<file path="src/rtl/twoscomplement_rx.sv">
// twoscomplement_rx: bit-serial two's-complement receiver.
// Deserializes WIDTH-bit words (LSB first, last bit is the sign) and presents
// them as sign-magnitude behind a valid/ready output handshake. The negated
// value is built bit-serially alongside the raw bits (inverted bit plus a
// rippling carry), so no parallel adder is needed at word completion.
// Optional macro TWOSCOMPLEMENT_RX_CLEAR_EN adds a synchronous 'clear' input
// that forces the idle state so the link controller can resynchronise framing.
module twoscomplement_rx #(
  parameter int WIDTH = 8
) (
  input  logic             clk,
  input  logic             reset,
`ifdef TWOSCOMPLEMENT_RX_CLEAR_EN
  input  logic             clear,
`endif
  input  logic             in_valid,
  input  logic             in_bit,
  output logic             in_ready,
  output logic             out_valid,
  input  logic             out_ready,
  output logic             out_sign,
  output logic [WIDTH-1:0] out_mag
);

  localparam int CW = $clog2(WIDTH);

  typedef enum logic {
    RECV = 1'b0,
    HOLD = 1'b1
  } state_t;

  state_t           state_reg;
  logic [CW-1:0]    cnt_reg;
  logic             carry_reg;
  logic [WIDTH-1:0] raw_reg;
  logic [WIDTH-1:0] neg_reg;
  logic [WIDTH-1:0] raw_next;
  logic [WIDTH-1:0] neg_next;
  logic             in_ready_reg;
  logic             out_valid_reg;
  logic             out_sign_reg;
  logic [WIDTH-1:0] out_mag_reg;
  logic             accept;
  logic             last_bit;
  logic             carry_next;
  logic             sync_clear;

`ifdef TWOSCOMPLEMENT_RX_CLEAR_EN
  assign sync_clear = clear;
`else
  assign sync_clear = 1'b0;
`endif

  assign accept     = in_valid && in_ready_reg;
  assign last_bit   = (cnt_reg == CW'(WIDTH - 1));
  assign carry_next = ~in_bit & carry_reg;

  // Per-bit slot update: only the slot selected by the counter takes the new
  // bit, so raw_next/neg_next already include the bit accepted this cycle.
  genvar gi;
  generate
    for (gi = 0; gi < WIDTH; gi++) begin : g_slot
      assign raw_next[gi] = (accept && cnt_reg == CW'(gi)) ? in_bit : raw_reg[gi];
      assign neg_next[gi] = (accept && cnt_reg == CW'(gi)) ? (~in_bit ^ carry_reg) : neg_reg[gi];
    end
  endgenerate

  assign in_ready  = in_ready_reg;
  assign out_valid = out_valid_reg;
  assign out_sign  = out_sign_reg;
  assign out_mag   = out_mag_reg;

  // Receive FSM: shift in bits in RECV, present the decoded word in HOLD.
  always_ff @(posedge clk or negedge reset) begin
    if (!reset) begin
      state_reg     <= RECV;
      cnt_reg       <= '0;
      carry_reg     <= 1'b1;
      raw_reg       <= '0;
      neg_reg       <= '0;
      in_ready_reg  <= 1'b1;
      out_valid_reg <= 1'b0;
      out_sign_reg  <= 1'b0;
      out_mag_reg   <= '0;
    end else if (sync_clear) begin
      state_reg     <= RECV;
      cnt_reg       <= '0;
      carry_reg     <= 1'b1;
      raw_reg       <= '0;
      neg_reg       <= '0;
      in_ready_reg  <= 1'b1;
      out_valid_reg <= 1'b0;
      out_sign_reg  <= 1'b0;
      out_mag_reg   <= '0;
    end else begin
      case (state_reg)
        RECV: begin
          if (accept) begin
            raw_reg <= raw_next;
            neg_reg <= neg_next;
            if (last_bit) begin
              // Sign bit arrives last: pick the magnitude source it selects.
              state_reg     <= HOLD;
              cnt_reg       <= '0;
              carry_reg     <= 1'b1;
              in_ready_reg  <= 1'b0;
              out_valid_reg <= 1'b1;
              out_sign_reg  <= in_bit;
              out_mag_reg   <= in_bit ? neg_next : raw_next;
            end else begin
              cnt_reg   <= cnt_reg + CW'(1);
              carry_reg <= carry_next;
            end
          end
        end
        HOLD: begin
          if (out_ready) begin
            state_reg     <= RECV;
            in_ready_reg  <= 1'b1;
            out_valid_reg <= 1'b0;
          end
        end
        default: begin
          state_reg     <= RECV;
          in_ready_reg  <= 1'b1;
          out_valid_reg <= 1'b0;
        end
      endcase
    end
  end

endmodule

</file>
<file path="config.mk">
export PLATFORM = sky130hd
export DESIGN_NAME = twoscomplement_rx
export DESIGN_NICKNAME = d
export VERILOG_FILES = /design/src/rtl/twoscomplement_rx.sv
export SDC_FILE = /design/constraint.sdc
export NUM_CORES = 1
export LEC_CHECK = 0
export BUFFER_PORTS_ARGS = -buffer_cell sky130_fd_sc_hd__buf_2
export CAP_MARGIN = 20
export CORE_MARGIN = 5
export CORE_UTILIZATION = 52
export CTS_BUF_LIST = sky130_fd_sc_hd__clkbuf_8
export CTS_CLUSTER_SIZE = 24
export DETAILED_ROUTE_END_ITERATION = 16
export HOLD_SLACK_MARGIN = 0.06
export MAX_ROUTING_LAYER = met4
export PLACE_DENSITY = 0.72
export SLEW_MARGIN = 20
export SYNTH_ARGS = -nofsm -noshare
export SYNTH_HDL_FRONTEND = slang
export SYNTH_SLANG_ARGS = --single-unit
export TNS_END_PERCENT = 10
</file>
<file path="constraint.sdc">
create_clock -name clk -period 2.3 [get_ports clk]
set_clock_uncertainty 0.05 [all_clocks]
set_input_delay 0.115 -clock clk [delete_from_list [all_inputs] [get_ports clk]]
set_output_delay 0.115 -clock clk [all_outputs]
set_load 0.02 [all_outputs]
</file>
[Word level (Yosys, flattened, before mapping)]
Index checks and enable logic that the tools add are counted.
Word-level totals
  register bits after elaboration: 32
  word-level logic and storage cells: 68
Operators by class
  $add $sub $neg: 1
  equal/unequal tests: 10
  muxes and demuxes: 31
  bitwise logic cells: 4
  reduce and logical (&&, ||, !) cells: 13
Operator list (count)
  1-bit 2-to-1 mux: 26
  3-bit equality test (second input constant): 4
  1-bit logical AND: 9
  8-bit 2-to-1 mux: 1
  3-bit by 2-bit equality test with 1-bit output (second input constant): 2
  2-bit != test (second input constant): 3
  1-bit case mux with 2 select lines: 3
  3-bit AND reduction: 2
  3-bit by 1-bit adder with 3-bit output (second input constant): 1
  3-bit by 1-bit equality test with 1-bit output (second input constant): 1
  3-bit logical NOT: 1
  3-bit 2-to-1 mux: 1
  1-bit NOT: 2
  2-bit AND reduction: 1
  1-bit AND: 1
  1-bit XOR: 1

[Logic depth before layout (Yosys ltp)]
Gate-level depths: netlist of run 1.
  depth after elaboration: 4
  mapped depth: 8
  depth with buffers taken out: 5

[Least setup slack after synthesis of run 1]
No wires, ideal clock.
  path type: input-to-reg
  from: input port in_bit
  to: register out_mag_reg[7] (netlist: out_mag[7])
  setup time: 0.125 ns
  data arrival time: 1.385 ns
  slack: 0.740 ns
  stages on the path: 7
  path buffers: 3
  path through: buf_4 -> buf_2 -> inv_1 -> ha_1 -> and2_1 -> clkbuf_1 -> mux2_2
Between the ends
  cells in the longest elaborated chain, start to end: 4
Ends and longest elaborated chain
  from (decl): RTL line 17  | input logic in_bit,
  1-bit NOT: RTL line 64  | assign neg_next[gi] = (accept && cnt_reg == CW'(gi)) ? (~in_bit ^ carry_reg) : neg_reg[gi];
  1-bit XOR: RTL line 64
  1-bit 2-to-1 mux: RTL line 64
  8-bit 2-to-1 mux (*): RTL line 109  | out_mag_reg <= in_bit ? neg_next : raw_next;
  to (signal assigned): RTL line 109
  to (decl): RTL line 42  | logic [WIDTH-1:0] out_mag_reg;
Mark *: on every way between the ends. The rest lies on a longest branch, timed or not.
A chain may end at the register's enable or synchronous reset.

[Worst setup path in the final report of run 1]
  from: register cnt_reg[0]
  to: register out_mag_reg[7] (netlist: out_mag[7])
Between the ends
  cells in the longest elaborated chain, start to end: 4
Ends and longest elaborated chain
  from (decl): RTL line 33  | logic [CW-1:0] cnt_reg;
  from (signal assigned): RTL line 111  | cnt_reg <= cnt_reg + CW'(1);
  3-bit equality test (*): RTL line 55, 63, 64
  1-bit logical AND: RTL line 63, 64
  1-bit 2-to-1 mux (on tied branches): RTL line 63, 64
  8-bit 2-to-1 mux: RTL line 109
Marks and branches as above.

==> flow_summary_export.csv, run 1 <==
group,metric,value,unit
outcome,status,"completed",
global_route,gr-usage-all-layers,16.7,%
routing,dr.pass1.iters,4,
floorplan,std_cell_rows,19,
routing,final_antenna_net_count,0,
global_route,grt_max_degree,31,
routing,wl_met3,133,µm
global_route,grt_antenna_before_repair,0,
yosys,synth_top_family_by_area,"multiplexers",
floorplan,die_y,64.2,µm
timing,fin_hold_ws,0.153,ns
timing,min_period,1.71,ns
global_route,grt_pass1_vias,1115,
power,peakVddDrop,1010,µV
setup_path,cp-start-kind,"flip-flop",
setup_path,path_cells,"ha_1 > ha_1 > nand4b_1 > buf_4 > mux2_2",
layout,syn_to_final_growth,14.0,%
placed_design,port_buffers,15,
yosys,synth_compound_area_share,5.81,%
timing,setup_viol,0,
yosys,synth_top_cells_by_area,"dfrtp_1, mux2_2, ha_1",
setup_path,slowest_delay,0.41,ns
timing,fmax,585,MHz
floorplan,die_area,4120,µm²
global_route,grt_overflow,0,
yosys,synth-simple-area-share,12.9,%
yosys,synth_edf_count,0,
setup_path,cp_top_family,"adder cells",
yosys,yosys.area_share.adder,6.55,%
run,maxCapViolations,0,
floorplan,num_io_pins,16,
routing,wl_met2,1410,µm
routing,highest_layer,"met4",
timing,rsz0062_at_grt,"false",
placed_design,gp_congestion,0.803,
yosys,synth_top_flop_cell,"dfrtp_1",
yosys,synth_fp_nets,146,
yosys,synth_cell_type_count,25,
yosys,async_flop_share,100,%
power,cellLeakagePower,0.859,nW
clock_network,cts_sinks,30,
clock_network,cts_setup_buffers,0,
global_route,grt_pass1_wl,5290,µm
timing,fin_setup_tns,0,ns
yosys,muxShareOfSynthArea,21.3,%
clock_network,tritoncts,"built",
routing,wl_met1,1370,µm
yosys,synth_xor_area_share,0,%
setup_path,crit_arrival,1.82,ns
setup_path,cp_max_fo,18,
clock_network,cts-root-buf,"clkbuf_8",
timing,worst_slew_pin_slew,0.648,ns
routing,vias,1022,
clock_network,cts_made_buffers,5,
layout,postLayoutCoreUtil,62.6,%
floorplan,die_w,64.2,µm
setup_path,critical_path_buf_inv_count,1,
routing,drc,0,
routing,wl_per_cell,16.5,µm
clock_network,clk_latency,0.28,ns
routing,drtIter0Drc,58,
routing,wirelength,2980,µm
setup_path,cp_common_cell,"ha_1",
setup_path,crit_path_end_kind,"flip-flop",
yosys,synth_top_area_share,45.9,%
placed_design,pre_cts_ws,0.598,ns
timing,worst_slack,0.591,ns
timing,fin_crit_sh,74.3,%
yosys,syn_area,1530,µm²
clock_network,clk_path_buf_depth,2,
timing,final_hold_viol_count,0,
layout,drive_gt1_share,32.7,%
layout,antenna_cells,0,
placed_design,place_hpwl,2100,µm
power,powerDensity,1250,nW/µm²
setup_path,path_class,"flip-flop to flip-flop",
layout,nets,163,
timing,relSlewSlack,56.8,%
yosys,synth_seq_cells,30,
yosys,yosysWarnings,0,
yosys,synth_area_leader_cell,"dfrtp_1",
floorplan,start_util,54.9,%
yosys,syn_avg_cell_area,11.5,µm²
yosys,yosysSeqAreaShare,49.3,%
layout,largest_register_ffs,8,
min_path,min_path_type,"primary input to flip-flop",
routing,vias_per_cell,5.65,
timing,drv_slew,0,
setup_path,slowest_stage,"dfrtp_1",
clock_network,clk_pin_slew,0.06,ns
yosys,synthCells,133,
setup_path,required,2.41,ns
clock_network,htreeDepth,2,
floorplan,coreArea,2780,µm²
==> worst register-to-register path: cells and delay by family (launching register included) <==
kind	cells	cell delay, ns
adder cells (fa/ha/maj)	2	0.48
buffers and inverters	1	0.20
flip-flops	1	0.41
multiplexers	1	0.36
AND/OR/NAND/NOR	1	0.10
==> cell type report <==
type	instances	area (µm²)
fillers	232	1040
flip-flops and latches	30	753
multi-input cells	89	712
well taps	31	38.8
clock inverters	1	30.0
inverters	6	22.5
repair buffers	18	103
clock buffers	6	82.6
==> Yosys cell counts (2+ instances only) <==
cell	count
clkbuf_1	2
ha_1	8
nand4_1	3
mux2_2	20
nand3_1	2
mux2i_1	7
dfstp_2	2
nor2_1	5
a31oi_1	2
dfrtp_1	28
nand3b_1	4
mux2_4	2
o21ai_0	13
inv_1	6
nand2_1	12
nand4b_1	4
buf_2	5
==> cells in the final DEF, fill, tap and decap left out, drive strengths merged, types with 3 or more instances in the layout <==
cell type	instances
o21ai	13
ha	8
inv	6
mux2i	7
buf	16
nand4	3
nand4b	4
clkbuf	6
mux2	22
nand3b	4
dfrtp	28
nor2	5
nand2	12
==> logic make-up (layout without fill, tap and decap cells) <==
logic type | after synthesis | after routing
compound gates | 17 | 17
fa+ha+maj | 8 | 8
buf+inv | 14 | 31
flops | 30 | 30
mux | 29 | 29
simple gates | 35 | 35
==> per-layer routing <==
metal	up-vias	global-route usage (%)
met5	-	-
met2	21	26.9
li1	498	-
met1	495	20.0
met3	8	4.20
met4	0	6.36
==> metrics by stage <==
step,power (W),cells,instance area (µm²)
after CTS,0.00221,181,1740
after global placement,0.00162,172,1610
after global routing,0.00234,181,1740
after detailed placement,0.00166,172,1610
final,0.00219,181,1740
after floorplan,0.00143,133,1530
==> worst paths after layout <==
kind	startpoint	end	slack (ns)	cells after the start
min	in_valid	in_ready	0.15	2
max	cnt_reg[0]	out_mag[7]	0.59	5
max reg2reg	cnt_reg[0]	out_mag[7]	0.59	5
max in group asynchronous	reset	cnt_reg[0]	1.42	2
min reg2reg	out_mag[5]	out_mag[5]	0.43	2
min in group asynchronous	reset	out_valid	0.35	2
==> what timing repair did <==
| item | CTS | global route |
|---|---|---|
| hold endpoints to repair | 30 | 0 |
| resized for setup | 0 | 0 |
| hold buffers | 2 | 0 |
| endpoints found under the setup margin | 0 | 0 |
==> where the power goes <==
group	leakage [nW]	switching [W]	internal (W)	total [W]
clock	0.0573	0.000183	0.000346	0.000529
sequential	0.381	0.000166	0.000751	0.000917
combinational	0.421	0.000394	0.000346	0.000740
(Power assumes the default switching activity.)
==> inputs of run 2 (changes only) <==
- PLACE_DENSITY: 0.72 -> 0.75
- clock period: 2.3 -> 1.4 ns (I/O delays scaled with it)
==> run 2 against run 1 <==
The flow now finishes with violations (setup timing). First-iteration DRC count shrank 36%. Register-to-register slack worse by 0.68 ns. Critical path depth is 2 lower. Worst setup slack got worse by 0.68 ns. Die area stayed put. Clock power grew 33%. Sequential share of layout area fell by 3.8 points. Via count rose by 7.2%. Global-route usage is 1.4 points higher. Utilization up 6.2 points. Sequential cell count stayed put. Largest cell class is now multi-input combinational cells.
==> flow_summary_export.csv, run 2 (synthesized netlist as in run 1, its figures left out) <==
group,metric,value,unit
placed_design,port_buffers,15,
run,maxCapViolations,0,
floorplan,std_cell_rows,19,
routing,drc,0,
setup_path,r2r_end,"raw_reg[0]",
clock_network,cts_made_buffers,5,
timing,fin_setup_tns,-1.16,ns
routing,drtIter0Drc,37,
clock_network,cts-root-buf,"clkbuf_8",
routing,vias_per_cell,5.54,
layout,final_common_cell,"dfrtp_1",
clock_network,clk_pin_slew,0.06,ns
routing,dr.pass1.iters,4,
min_path,worstHoldStart,"in_bit",
timing,final_hold_viol_count,0,
global_route,grt_pass1_vias,1169,
timing,min_period,1.49,ns
timing,fin_crit_sh,106,%
layout,design_area,1910,µm²
layout,syn_to_final_growth,25.2,%
floorplan,num_io_pins,16,
clock_network,htreeDepth,2,
min_path,holdPathStages,3,
layout,fillCellCount,206,
clock_network,clk_path_buf_depth,2,
outcome,violations,"setup timing",
floorplan,start_util,54.9,%
routing,wirelength,3140,µm
power,peakVddDrop,1560,µV
setup_path,path_class,"flip-flop to flip-flop",
clock_network,cts_sinks,30,
placed_design,postPlaceCellArea,1730,µm²
min_path,hold_path_end,"out_sign",
placed_design,gp_congestion,0.899,
setup_path,cp-start-kind,"flip-flop",
floorplan,die_y,64.2,µm
setup_path,crit_path_end_kind,"flip-flop",
power,power,0.00377,W
global_route,grt_max_degree,31,
placed_design,placedCellCount,187,
power,powerDensity,1970,nW/µm²
timing,rsz0062_at_grt,"true",
clock_network,tritoncts,"built",
setup_path,rrSetupSlack,-0.09,ns
layout,drive_gt1_share,49.1,%
timing,setup_viol,19,
timing,fmax,672,MHz
global_route,grt_antenna_before_repair,0,
placed_design,place_hpwl,2370,µm
min_path,min_path_type,"primary input to flip-flop",
layout,postLayoutCoreUtil,68.8,%
timing,drv_slew,0,
routing,wl_per_cell,15.8,µm
layout,mostFrequentLayoutCells,"dfrtp_1, mux2_2, buf_4",
timing,worst_slew_pin_slew,0.629,ns
global_route,grt_overflow,0,
layout,largest_register_ffs,8,
floorplan,die_w,64.2,µm
global_route,grt_pass1_wl,5560,µm
setup_path,required,1.51,ns
layout,nets,179,
outcome,status,"finished, violations left",
routing,final_antenna_net_count,0,
layout,antenna_cells,0,
power,cellLeakagePower,0.925,nW
setup_path,rr_worst_depth,3,
routing,vias,1096,
setup_path,crit_arrival,1.60,ns
clock_network,clk_latency,0.28,ns
setup_path,cp_max_fo,4,
layout,stdcell_count,198,
timing,relSlewSlack,58.1,%
global_route,gr-usage-all-layers,18.1,%
floorplan,die_area,4120,µm²
floorplan,coreArea,2780,µm²
timing,worst_slack,-0.0879,ns
setup_path,r2r-start,"in_ready",
==> run 2: cell count changes in the layout (fill, tap and decap cells not counted), sizes merged <==
cell | before | now
clkinv | 0 | 1
clkinvlp | 0 | 1
bufinv | 1 | 0
buf | 16 | 32
==> run 2: metal layers <==
metal / vias up / part of all wire, % / track usage [%]
met2: 25 / 51 / 29.3
li1: 532 / - / -
met1: 532 / 43 / 20.9
met4: 0 / 1.7 / 7.63
met3: 7 / 4.7 / 5.25
met5: - / 0 / -
==> run 2: layout make-up <==
| class | instances | area (µm²) | share of cell area [%] |
|---|---|---|---|
| Clock inverter | 2 | 12.5 | 0.654 |
| Timing Repair Buffer | 34 | 226 | 11.8 |
| Tap cell | 31 | 38.8 | 2.03 |
| Inverter | 6 | 22.5 | 1.18 |
| Multi-Input combinational cell | 89 | 776 | 40.5 |
| Sequential cell | 30 | 754 | 39.4 |
| Clock buffer | 6 | 82.6 | 4.32 |
==> run 2: through the flow <==
step,setup WS [ns],hold slack [ns]
after floorplan,-0.102,-0.276
after global placement,-0.0508,0.0679
after detailed placement,-0.146,0.0793
after CTS,-0.0903,0.116
after global routing,-0.192,0.136
final,-0.0879,0.126
==> run 2: how the worst max path moves through the flow <==
| stage | startpoint | depth (start not counted) | end |
|---|---|---|---|
| after global placement | cnt_reg[1] | 5 | raw_reg[5] |
| after detailed placement | cnt_reg[0] | 5 | out_mag[1] |
| final | in_ready | 3 | raw_reg[0] |
| after CTS | cnt_reg[0] | 5 | raw_reg[5] |
| after global routing | cnt_reg[0] | 5 | raw_reg[2] |
| after floorplan | in_ready | 3 | neg_reg[0] |
==> run 2: worst max-delay path, cell delays in order, from the launching register on <==
cell     delay (ns)
dfstp_2        0.56
and3b_2        0.25
and3_4         0.22
mux2_4         0.29
==> run 2: where the power goes <==
part	total (W)	switching, W	leakage (nW)	internal, W
Clock	0.000704	0.000310	0.0472	0.000394
Combinational	0.00161	0.000805	0.498	0.000800
Sequential	0.00146	0.000224	0.380	0.00124
Total	0.00377	0.00134	0.925	0.00243
==> run 2: what timing repair did <==
action                                  in CTS  in global routing
endpoints found under the setup margin      24                 26
pin swaps                                    5                  1
gates resized for setup                     15                  5
hold buffers                                 2                  0
hold endpoints to repair                    31                  0
buffers inserted                             1                  0
==> inputs of run 3 (changes only) <==
- BUFFER_PORTS_ARGS: -buffer_cell sky130_fd_sc_hd__buf_2 -> not set
- DONT_BUFFER_PORTS: not set -> 1
- PLACE_DENSITY: 0.75 -> 0.7
==> run 3 against run 2 <==
The flow still finishes with violations (setup timing). Worst hold slack worse by 0.068 ns. Clock-buffer cell count down 1. Worst setup slack worse by 0.0094 ns. Fmax down 0.63%. Final cell count down 6.1%. Non-clock buffer count down 12. Register-to-register slack about the same. Die area unchanged. Sequential power up 13%. Routed wire length up 8.3%. Combinational power down 6%. Power up 0.19%. Critical endpoint is now raw_reg[2].
==> flow_summary_export.csv, run 3 (synthesized netlist as in run 1, its figures left out) <==
group,metric,value,unit
power,power_frac_comb,40.0,%
routing,wl_per_cell,18.2,µm
routing,wirelength,3390,µm
placed_design,place_hpwl,2160,µm
layout,seqCellArea,757,µm²
clock_network,clk_latency,0.28,ns
timing,fin_crit_sh,107,%
power,p_seq_share,43.7,%
floorplan,die_y,64.2,µm
timing,final_hold_viol_count,0,
clock_network,cts_made_buffers,5,
setup_path,cp_max_fo,3,
layout,drive_gt1_share,44.5,%
floorplan,std_cell_rows,19,
timing,setup_viol,20,
global_route,grt_pass1_wl,5820,µm
routing,vias_per_cell,6.01,
power,peakVddDrop,1470,µV
placed_design,gp_congestion,0.881,
clock_network,htreeDepth,2,
timing,rsz0062_at_grt,"true",
placed_design,placedCellCount,170,
power,powerDensity,1970,nW/µm²
timing,fin_setup_tns,-0.997,ns
setup_path,path_cells,"inv_4 > ha_4 > nand3b_1 > nor2_2 > mux2_4",
setup_path,crit_path_end_kind,"flip-flop",
routing,drc,0,
timing,drv_slew,0,
power,clkPwrFrac,16.3,%
floorplan,coreArea,2780,µm²
setup_path,slowest_delay,0.45,ns
floorplan,die_area,4120,µm²
clock_network,clk_path_buf_depth,2,
layout,stdcell_count,186,
min_path,min_path_type,"primary input to flip-flop",
floorplan,start_util,54.9,%
setup_path,cp-start-kind,"flip-flop",
setup_path,critical_path_buf_inv_count,1,
global_route,grt_max_degree,31,
layout,mostFrequentLayoutCells,"dfrtp_1, mux2_2, buf_4",
routing,dr.pass1.iters,4,
timing,worst_slack,-0.0973,ns
layout,multi_input_area,823,µm²
timing,relSlewSlack,81.4,%
min_path,holdPathStages,3,
setup_path,crit_arrival,1.61,ns
global_route,grt_antenna_before_repair,0,
timing,min_period,1.50,ns
setup_path,crit_cells,5,
layout,postLayoutCoreUtil,69.1,%
placed_design,port_buffers,0,
layout,largest_register_ffs,8,
floorplan,die_w,64.2,µm
outcome,violations,"setup timing",
timing,fmax,668,MHz
power,p_switching,0.00137,W
setup_path,cp_top_family,"flip-flops",
clock_network,cts-root-buf,"clkbuf_8",
power,power,0.00378,W
layout,antenna_cells,0,
layout,fillCellCount,188,
run,maxCapViolations,0,
routing,drtIter0Drc,57,
floorplan,num_io_pins,16,
clock_network,clk_pin_slew,0.05,ns
setup_path,required,1.51,ns
layout,nets,167,
setup_path,path_class,"flip-flop to flip-flop",
clock_network,cts_sinks,30,
routing,vias,1118,
setup_path,slowest_stage,"dfrtp_2",
power,p_sw_share,36.3,%
routing,final_antenna_net_count,0,
layout,syn_to_final_growth,25.8,%
global_route,grt_pass1_vias,1189,
power,cellLeakagePower,0.880,nW
setup_path,rr_worst_depth,5,
timing,worst_slew_pin_slew,0.278,ns
clock_network,tritoncts,"built",
global_route,gr-usage-all-layers,18.9,%
layout,final_common_cell,"dfrtp_1",
power,power.internal,0.00241,W
outcome,status,"finished, violations left",
global_route,grt_overflow,0,
==> run 3: layer usage <==
metal / up-vias / GRT usage, % / wire length [µm]
met2: 34 / 31.2 / 1710
met3: 12 / 5.08 / 162
li1: 505 / - / -
met1: 567 / 21.8 / 1440
met4: 0 / 7.63 / 76
met5: - / - / 0
==> run 3: final cells by class <==
type / instances / share of cell area [%]
inverter: 6 / 1.30
clock inverter: 3 / 0.586
sequential: 30 / 39.4
multi-input combinational: 89 / 42.8
timing repair buffer: 22 / 10.3
tap: 31 / 2.02
clock buffer: 5 / 3.58
==> run 3: worst register-to-register path, cell delays in order, from the launching register on <==
cell	delay [ns]
dfrtp_2	0.45
inv_4	0.09
ha_4	0.14
nand3b_1	0.14
nor2_2	0.19
mux2_4	0.32
==> run 3: power by group through the flow <==
| stage | clock, W | combinational [W] | sequential, W |
|---|---|---|---|
| finish | 0.000615 | 0.00151 | 0.00165 |
| detailed placement | 0 | 0.00120 | 0.00162 |
| CTS | 0.000632 | 0.00140 | 0.00161 |
| global route | 0.000690 | 0.00167 | 0.00170 |
| floorplan | 0 | 0.000828 | 0.00155 |
| global placement | 0 | 0.00117 | 0.00158 |
==> run 3: worst paths after layout <==
check / startpoint / end / slack, ns
setup / recovery: cnt_reg[0] / raw_reg[2] / -0.1
hold / removal: in_valid / out_mag[6] / 0.06
setup reg to reg: cnt_reg[0] / raw_reg[2] / -0.1
hold reg to reg: neg_reg[4] / neg_reg[4] / 0.45
max in group asynchronous: reset / carry_reg / 0.87
min in group asynchronous: reset / raw_reg[4] / 0.20
==> run 3: metrics by stage <==
stage | cell area (µm²) | setup WS [ns] | hold slack, ns
2_1_floorplan | 1540 | -0.102 | -0.276
3_3_place_gp | 1640 | -0.0484 | -0.275
3_5_place_dp | 1640 | -0.0832 | -0.275
4_1_cts | 1870 | -0.0652 | 0.0602
5_1_grt | 1920 | -0.155 | 0.0988
6_report | 1920 | -0.0973 | 0.0585
==> run 3: timing repair <==
| action | 4_1_cts | 5_1_grt |
|---|---|---|
| hold buffers | 6 | 0 |
| resized for setup | 20 | 19 |
| endpoints found under the hold margin | 44 | 0 |
| setup buffers | 1 | 1 |
| setup endpoints to repair | 24 | 26 |
| pin swaps | 8 | 8 |
